## src/rtl/expr_pipe_lanes_if.sv

```systemverilog
// Handshake bundle for expr_pipe_lanes: request side (in_*) and response side (out_*).
// slave is the block itself; master is whoever drives requests and consumes results.
interface expr_pipe_lanes_if #(
  parameter int W = 4,
  parameter int N = 2
);
  logic           in_valid;
  logic           in_ready;
  logic [3:0]     in_op;
  logic           in_signed;
  logic [N*W-1:0] in_a;
  logic [N*W-1:0] in_b;
  logic           out_valid;
  logic           out_ready;
  logic [N*W-1:0] out_y;
  logic [N-1:0]   out_zero;
  logic           out_par;
  logic           out_err;

  modport master (
    output in_valid, in_op, in_signed, in_a, in_b, out_ready,
    input  in_ready, out_valid, out_y, out_zero, out_par, out_err
  );

  modport slave (
    input  in_valid, in_op, in_signed, in_a, in_b, out_ready,
    output in_ready, out_valid, out_y, out_zero, out_par, out_err
  );
endinterface

```

## src/rtl/expr_pipe_lanes.sv

```systemverilog
// Two-stage valid/ready pipeline evaluating one opcode-selected expression per
// transaction across N independent W-bit lanes, signed or unsigned per transaction.

module expr_lane #(
  parameter int W   = 4,
  parameter int SHW = 2
) (
  input  logic [3:0]   op,
  input  logic         sgn,
  input  logic [W-1:0] a,
  input  logic [W-1:0] b,
  output logic [W-1:0] y
);
  typedef enum logic [3:0] {
    OP_ADD = 4'd0, OP_SUB = 4'd1, OP_AND = 4'd2, OP_OR  = 4'd3,
    OP_XNR = 4'd4, OP_SHL = 4'd5, OP_SHR = 4'd6, OP_LT  = 4'd7,
    OP_LE  = 4'd8, OP_EQ  = 4'd9, OP_MUL = 4'd10, OP_MIN = 4'd11,
    OP_MAX = 4'd12
  } op_e;

  logic [SHW-1:0]      s;
  logic signed [W-1:0] sa;
  logic                lt, eq;
  logic [W-1:0]        prod;

  assign s    = b[SHW-1:0];
  assign sa   = a;
  assign eq   = (a == b);
  assign lt   = sgn ? ($signed(a) < $signed(b)) : (a < b);
  // low W bits of a*b are identical for signed and unsigned operands
  assign prod = a * b;

  always_comb begin
    y = '0;
    case (op)
      OP_ADD: y = a + b;
      OP_SUB: y = a - b;
      OP_AND: y = a & b;
      OP_OR:  y = a | b;
      OP_XNR: y = a ~^ b;
      OP_SHL: y = a << s;
      // shifts of s >= W fall out naturally as 0 or sign fill
      OP_SHR: if (sgn) y = sa >>> s;
              else     y = a >> s;
      OP_LT:  y = {{(W-1){1'b0}}, lt};
      OP_LE:  y = {{(W-1){1'b0}}, lt | eq};
      OP_EQ:  y = {{(W-1){1'b0}}, eq};
      OP_MUL: y = prod;
      OP_MIN: y = lt ? a : b;
      OP_MAX: y = lt ? b : a;
      default: y = '0;
    endcase
  end
endmodule

module expr_pipe_lanes #(
  parameter  int W   = 4,
  parameter  int N   = 2,
  localparam int SHW = $clog2(W)
) (
  input logic           clk,
  input logic           rst_n,
  expr_pipe_lanes_if.slave io
);
  localparam int STAGES = 2;

  typedef struct packed {
    logic [3:0]          op;
    logic                sgn;
    logic [N-1:0][W-1:0] a;
    logic [N-1:0][W-1:0] b;
  } req_t;

  typedef struct packed {
    logic [N-1:0][W-1:0] y;
    logic [N-1:0]        zero;
    logic                par;
    logic                err;
  } rsp_t;

  logic [STAGES:1]     vld_pipe;
  logic                en1, en2;
  req_t                req_d, s1;
  rsp_t                rsp_d, s2;
  logic [N-1:0][W-1:0] y_d;

  assign en2         = !vld_pipe[2] | io.out_ready;
  assign en1         = !vld_pipe[1] | en2;
  assign io.in_ready = en1;

  always_comb begin
    req_d     = '0;
    req_d.op  = io.in_op;
    req_d.sgn = io.in_signed;
    req_d.a   = io.in_a;
    req_d.b   = io.in_b;
  end

  for (genvar i = 0; i < N; i++) begin : g_lane
    expr_lane #(.W(W), .SHW(SHW)) u_lane (
      .op  (s1.op),
      .sgn (s1.sgn),
      .a   (s1.a[i]),
      .b   (s1.b[i]),
      .y   (y_d[i])
    );
  end

  always_comb begin
    rsp_d     = '0;
    rsp_d.y   = y_d;
    rsp_d.par = ^y_d;
    rsp_d.err = (s1.op >= 4'd13);
    for (int k = 0; k < N; k++) rsp_d.zero[k] = ~|y_d[k];
  end

  always_ff @(posedge clk or negedge rst_n) begin
    if (!rst_n) begin
      vld_pipe <= '0;
      s1       <= '0;
      s2       <= '0;
    end else begin
      if (en1) begin
        vld_pipe[1] <= io.in_valid;
        if (io.in_valid) s1 <= req_d;
      end
      // S2 only loads on a real transaction so outputs hold while idle or stalled
      if (en2) begin
        vld_pipe[2] <= vld_pipe[1];
        if (vld_pipe[1]) s2 <= rsp_d;
      end
    end
  end

  assign io.out_valid = vld_pipe[2];
  assign io.out_y     = s2.y;
  assign io.out_zero  = s2.zero;
  assign io.out_par   = s2.par;
  assign io.out_err   = s2.err;
endmodule

```

## src/flat_wrapper.sv

```systemverilog
// flat-port wrapper written by rule: the top's interface ports become plain ports
module expr_pipe_lanes_flat 
#(
  parameter  int W   = 4,
  parameter  int N   = 2,
  localparam int SHW = $clog2(W)
)
  (clk, rst_n, io_in_valid, io_in_op, io_in_signed, io_in_a, io_in_b, io_out_ready, io_in_ready, io_out_valid, io_out_y, io_out_zero, io_out_par, io_out_err);
  expr_pipe_lanes_if #(.W(W), .N(N)) io_i ();
  input logic clk;
  input logic rst_n;
  input wire logic [$bits(io_i.in_valid)-1:0] io_in_valid;
  input wire logic [$bits(io_i.in_op)-1:0] io_in_op;
  input wire logic [$bits(io_i.in_signed)-1:0] io_in_signed;
  input wire logic [$bits(io_i.in_a)-1:0] io_in_a;
  input wire logic [$bits(io_i.in_b)-1:0] io_in_b;
  input wire logic [$bits(io_i.out_ready)-1:0] io_out_ready;
  output wire logic [$bits(io_i.in_ready)-1:0] io_in_ready;
  output wire logic [$bits(io_i.out_valid)-1:0] io_out_valid;
  output wire logic [$bits(io_i.out_y)-1:0] io_out_y;
  output wire logic [$bits(io_i.out_zero)-1:0] io_out_zero;
  output wire logic [$bits(io_i.out_par)-1:0] io_out_par;
  output wire logic [$bits(io_i.out_err)-1:0] io_out_err;
  assign io_i.in_valid = io_in_valid;
  assign io_i.in_op = io_in_op;
  assign io_i.in_signed = io_in_signed;
  assign io_i.in_a = io_in_a;
  assign io_i.in_b = io_in_b;
  assign io_i.out_ready = io_out_ready;
  assign io_in_ready = io_i.in_ready;
  assign io_out_valid = io_i.out_valid;
  assign io_out_y = io_i.out_y;
  assign io_out_zero = io_i.out_zero;
  assign io_out_par = io_i.out_par;
  assign io_out_err = io_i.out_err;
  expr_pipe_lanes #(.W(W), .N(N)) u_core (.clk(clk), .rst_n(rst_n), .io(io_i));
endmodule
```

## config.mk

```make
export PLATFORM = sky130hd
export DESIGN_NAME = expr_pipe_lanes_flat
export DESIGN_NICKNAME = d
export VERILOG_FILES = /design/src/rtl/expr_pipe_lanes_if.sv /design/src/rtl/expr_pipe_lanes.sv /design/src/flat_wrapper.sv
export SDC_FILE = /design/constraint.sdc
export NUM_CORES = 1
export LEC_CHECK = 0
export ABC_AREA = 0
export BUFFER_PORTS_ARGS = -buffer_cell sky130_fd_sc_hd__buf_2
export CAP_MARGIN = 20
export CORE_ASPECT_RATIO = 0.75
export CORE_UTILIZATION = 59
export CTS_CLUSTER_DIAMETER = 40
export DETAILED_ROUTE_END_ITERATION = 10
export PLACE_DENSITY = 0.9
export SYNTH_ARGS = -nofsm -noshare
export SYNTH_HDL_FRONTEND = slang
export SYNTH_SLANG_ARGS = --single-unit
```

## constraint.sdc

```tcl
create_clock -name clk -period 5.7 [get_ports clk]
set_clock_uncertainty 0.2 [all_clocks]
set_input_delay 0.855 -clock clk [delete_from_list [all_inputs] [get_ports clk]]
set_output_delay 0.855 -clock clk [all_outputs]
set_load 0.01 [all_outputs]
```

==> summary.md <==
| Metric | Value |
|---|---|
| Result of the run | `finished, final reports clean` |
| Vertical die dimension | `69.0 um` |
| Switching power as a share of total power | `42.0%` |
| Sw Pwr | `0.542 mW` |
| Starting DRC count in detailed routing | `~250` |
| Number of buffers on the longest clock path | `2` |
| First-pass detailed-route iteration total | `5` |
| Share of flip-flops with an asynchronous set or reset after synthesis | `100%` |
| Area Overhead vs Synth | `7.23%` |
| Final ANT Viol Nets | `0` |
| Initial standard-cell utilization of the core | `60.9%` |
| Length in cells of the worst reg-to-reg path | `13` |
| Clk root buf | `clkbuf_8` |
| Worst Hold Slack | `between 200 and 300 ps` |
| Total die area | `6300 um^2` |
| Detailed-route wire length | `9250 um` |
| Worst stage delay on the critical path | `about 570 ps` |
| Sort of element at the start of the critical path | `flop` |
| Postcts setup bufs | `0` |
| Endpoint kind of the worst setup timing path | `flop` |
| Worst vdd rail ir drop | `174 uV` |
| Count of unique library cells instantiated by Yosys | `between 70 and 80` |
| Top-area cell type share of the netlist area | `24.8%` |
| Number of I/O port buffers | `38` |
| Global placement routability congestion | `about 1` |
| Setup total negative slack | `0 ps` |
| Core area | `5800 um^2` |
| Number of cells on the worst hold path | `2` |
| RSZ-0062 raised after global routing | `no` |
| Grt total ovfl | `0` |
| Ratio of final minimum period to clock period | `between 60% and 70%` |
| Static leakage | `1.77 nW` |
| Cell taking the most area after synthesis | `dfrtp_1` |
| Fraction of layout instances using a drive strength above 1 | `19.0%` |
| Syn_area_per_cell | `9.01 um^2` |
| Combinational family with the most area after synthesis | `compound AO/OA/AOI/OAI gates` |
| Number of hold-slack violations in the final timing report | `0` |
| Mux cell area share after synthesis | `12.5%` |
| Maximum operating frequency | `256 MHz` |
| Hold path endpoint | `u_core.io.out_y[5]$_DFFE_PN0P_` |
| Cells after synthesis | `392` |
| Number of flops mapped to enable cells by yosys | `0` |
| Cells traversed along the worst timing path | `ha_1, ha_1, ha_1, ha_1, mux2i_1, nor2_1, a211oi_1, o221ai_1, a221oi_1, ha_1, xnor2_1, xnor2_1, o21ai_0` |
| Post-DP HPWL | `7180 um` |
| Most used cells in the layout excluding fill and tap cells | `38 x ha_1, 38 x buf_2, 35 x dfrtp_1` |
| Primary flip-flop cell chosen by synthesis mapping | `dfrtp_1` |
| Min cycle time layout | `3900 ps` |
| Clock network latency to the later pin of the worst-skew pair | `280 ps` |
| Wire length of the first global-routing pass | `roughly 15,000 um` |
| Beginning of the worst hold path | `u_core.io.out_y[5]$_DFFE_PN0P_` |
| Largest net degree at the start of global routing | `36` |
| Crit. Startpoint | `u_core.s1[9]$_DFFE_PN0P_` |
| Cells resized by post-CTS repair | `0` |
| Global router's overall resource usage | `31.1%` |
| Leading post-synthesis cells by cell area | `dfrtp_1 25%, ha_1 13%, mux2_2 6.7%` |
| Worst Hold Class | `reg2reg` |
| Cell at the slowest stage of the critical path | `dfrtp_1` |
| Register-to-register setup slack | `roughly 1800 ps` |
| Slew Limit Fails | `0` |
| Crit path kind | `reg2reg` |
| Area share of fa/ha/maj cells after synthesis | `15.7%` |
| Count of H-tree levels built during CTS | `2` |
| Share of total power in combinational logic | `between 50% and 60%` |
| Final setup fails | `0` |
| Part of the power in the clock network | `17.9%` |
| Slew of the pin with the lowest slew margin | `978 ps` |
| Detailed-route wire length per cell | `18.8 um` |
| Number of global-route vias before repair | `2,860` |
| Origin of the critical flop-to-flop path | `u_core.s1[9]$_DFFE_PN0P_` |
| Endpoint required time on the critical path | `5640 ps` |
| Flops & latches, synth | `35` |
| Clock net sink count | `35` |
| Maxcap violations | `0` |
| Relative slew slack | `34.8%` |
| Final net count | `481` |
| I/O pin cnt | `39` |
| X dimension of the die | `between 90 and 100 um` |
| Num rows | `24` |
| Via count of the routed design | `between 3,000 and 4,000` |
| Maximum fanout encountered on the critical timing path | `12` |
| Total nets after synthesis | `approximately 460` |
| Warnings from Yosys | `0` |
| Via-to-Cell Ratio | `6.21` |
| Sequential element share of the synthesized area | `roughly 25%` |
| Area fraction in compound gates after synthesis | `18.2%` |
| Critical path's most frequent cell | `ha_1` |
| Remaining routing DRC violations | `0` |
| Diodes inserted | `0` |
| TritonCTS clock tree | `built` |
| Clock slew at reported path FFs | `80 ps` |
| Sequential cell fraction of total power | `approximately a third` |
| CTS Buf Count | `5` |
| Cell area after synthesis | `~3500 um^2` |
| Total of hold buffers inserted after clock tree synthesis | `0` |
| P per Cell Area | `approximately 340 nW/um^2` |
| Fraction of synthesized cell area in xor and xnor cells | `under 10%` |
| Reg-to-Reg End | `u_core.io.out_par$_DFFE_PN0P_` |
| Internal power consumption | `0.749 mW` |
| Post-synthesis simple-gate area fraction | `16.3%` |
| WP data arrival | `3850 ps` |
| Initial antenna violation count | `0` |
==> final cells by class <==
class,count,area (um^2)
multi-input cells,304,2390
fillers,502,2010
flip-flops and latches,35,876
repair buffers,38,190
inverters,30,113
well taps,78,97.6
clock buffers,6,82.6
clock inverters,2,35.0
==> per-layer routing <==
metal,global-route usage [%],wire (um),vias up
li1,-,-,1451
met1,49.7,4630,1457
met2,44.1,3780,148
met3,5.41,753,6
met4,4.76,74,0
met5,0,0,-
==> cell usage after synthesis (all sizes together) (4+ instances only) <==
cell type / count
a221oi: 4
o22ai: 6
mux2i: 16
inv: 29
clkbuf: 13
o211ai: 8
nor2: 24
a31oi: 5
a211oi: 5
nor3: 6
dfrtp: 35
nor2b: 5
buf: 10
nand3: 11
fa: 4
ha: 38
a21oi: 14
xor2: 4
nand2b: 10
o21ai: 26
nand2: 33
mux2: 21
xnor2: 13
==> cell families (layout without fill, tap and decap cells) <==
kind of cell             after synthesis  in the layout
AND/OR/NAND/NOR                      112            112
AO/OA/AOI/OAI                         93             93
buffers and inverters                 53             76
adder cells (fa/ha/maj)               42             42
multiplexers                          39             39
flip-flops                            35             35
XOR/XNOR                              18             18
==> state kept, by name, indices dropped and copies added, names as in the netlist <==
name and count:
u_core.io.out_err 1, u_core.s1 21, u_core.io.out_par 1, u_core.io.out_y 8, u_core.vld_pipe 2, u_core.io.out_zero 2
==> power groups by stage <==
stage / Clock (mW) / Sequential, mW / Combinational (mW)
2_1_floorplan: 0 / 0.366 / 0.520
3_3_place_gp: 0 / 0.407 / 0.641
3_5_place_dp: 0 / 0.409 / 0.644
4_1_cts: 0.237 / 0.403 / 0.647
5_1_grt: 0.243 / 0.419 / 0.722
6_report: 0.231 / 0.406 / 0.653
==> worst max-delay path: cells and delay by family, from the launching register on <==
family,cells,cell delay (ps)
multiplexers,1,160
flip-flops,1,570
AND/OR/NAND/NOR,1,60
AO/OA/AOI/OAI,4,860
XOR/XNOR,2,340
adder cells (fa/ha/maj),5,1560
==> worst max-delay path by stage <==
stage / to / cells after the start
floorplan: u_core.io.out_par$_DFFE_PN0P_ / 13
global placement: u_core.io.out_par$_DFFE_PN0P_ / 13
detailed placement: u_core.io.out_par$_DFFE_PN0P_ / 13
CTS: u_core.io.out_par$_DFFE_PN0P_ / 13
global route: u_core.io.out_par$_DFFE_PN0P_ / 13
finish: u_core.io.out_par$_DFFE_PN0P_ / 13
==> per-stage QoR <==
step	total power, mW	std cells	setup slack (ps)	util (%)	instance area [um^2]
2_1_floorplan	0.886	392	2360	-	3530
3_3_place_gp	1.05	485	1890	63.3	3670
3_5_place_dp	1.05	485	1900	63.3	3670
4_1_cts	1.29	493	1850	65.3	3790
5_1_grt	1.38	493	1540	65.3	3790
6_report	1.29	493	1800	65.3	3790
(Power assumes the default switching activity.)
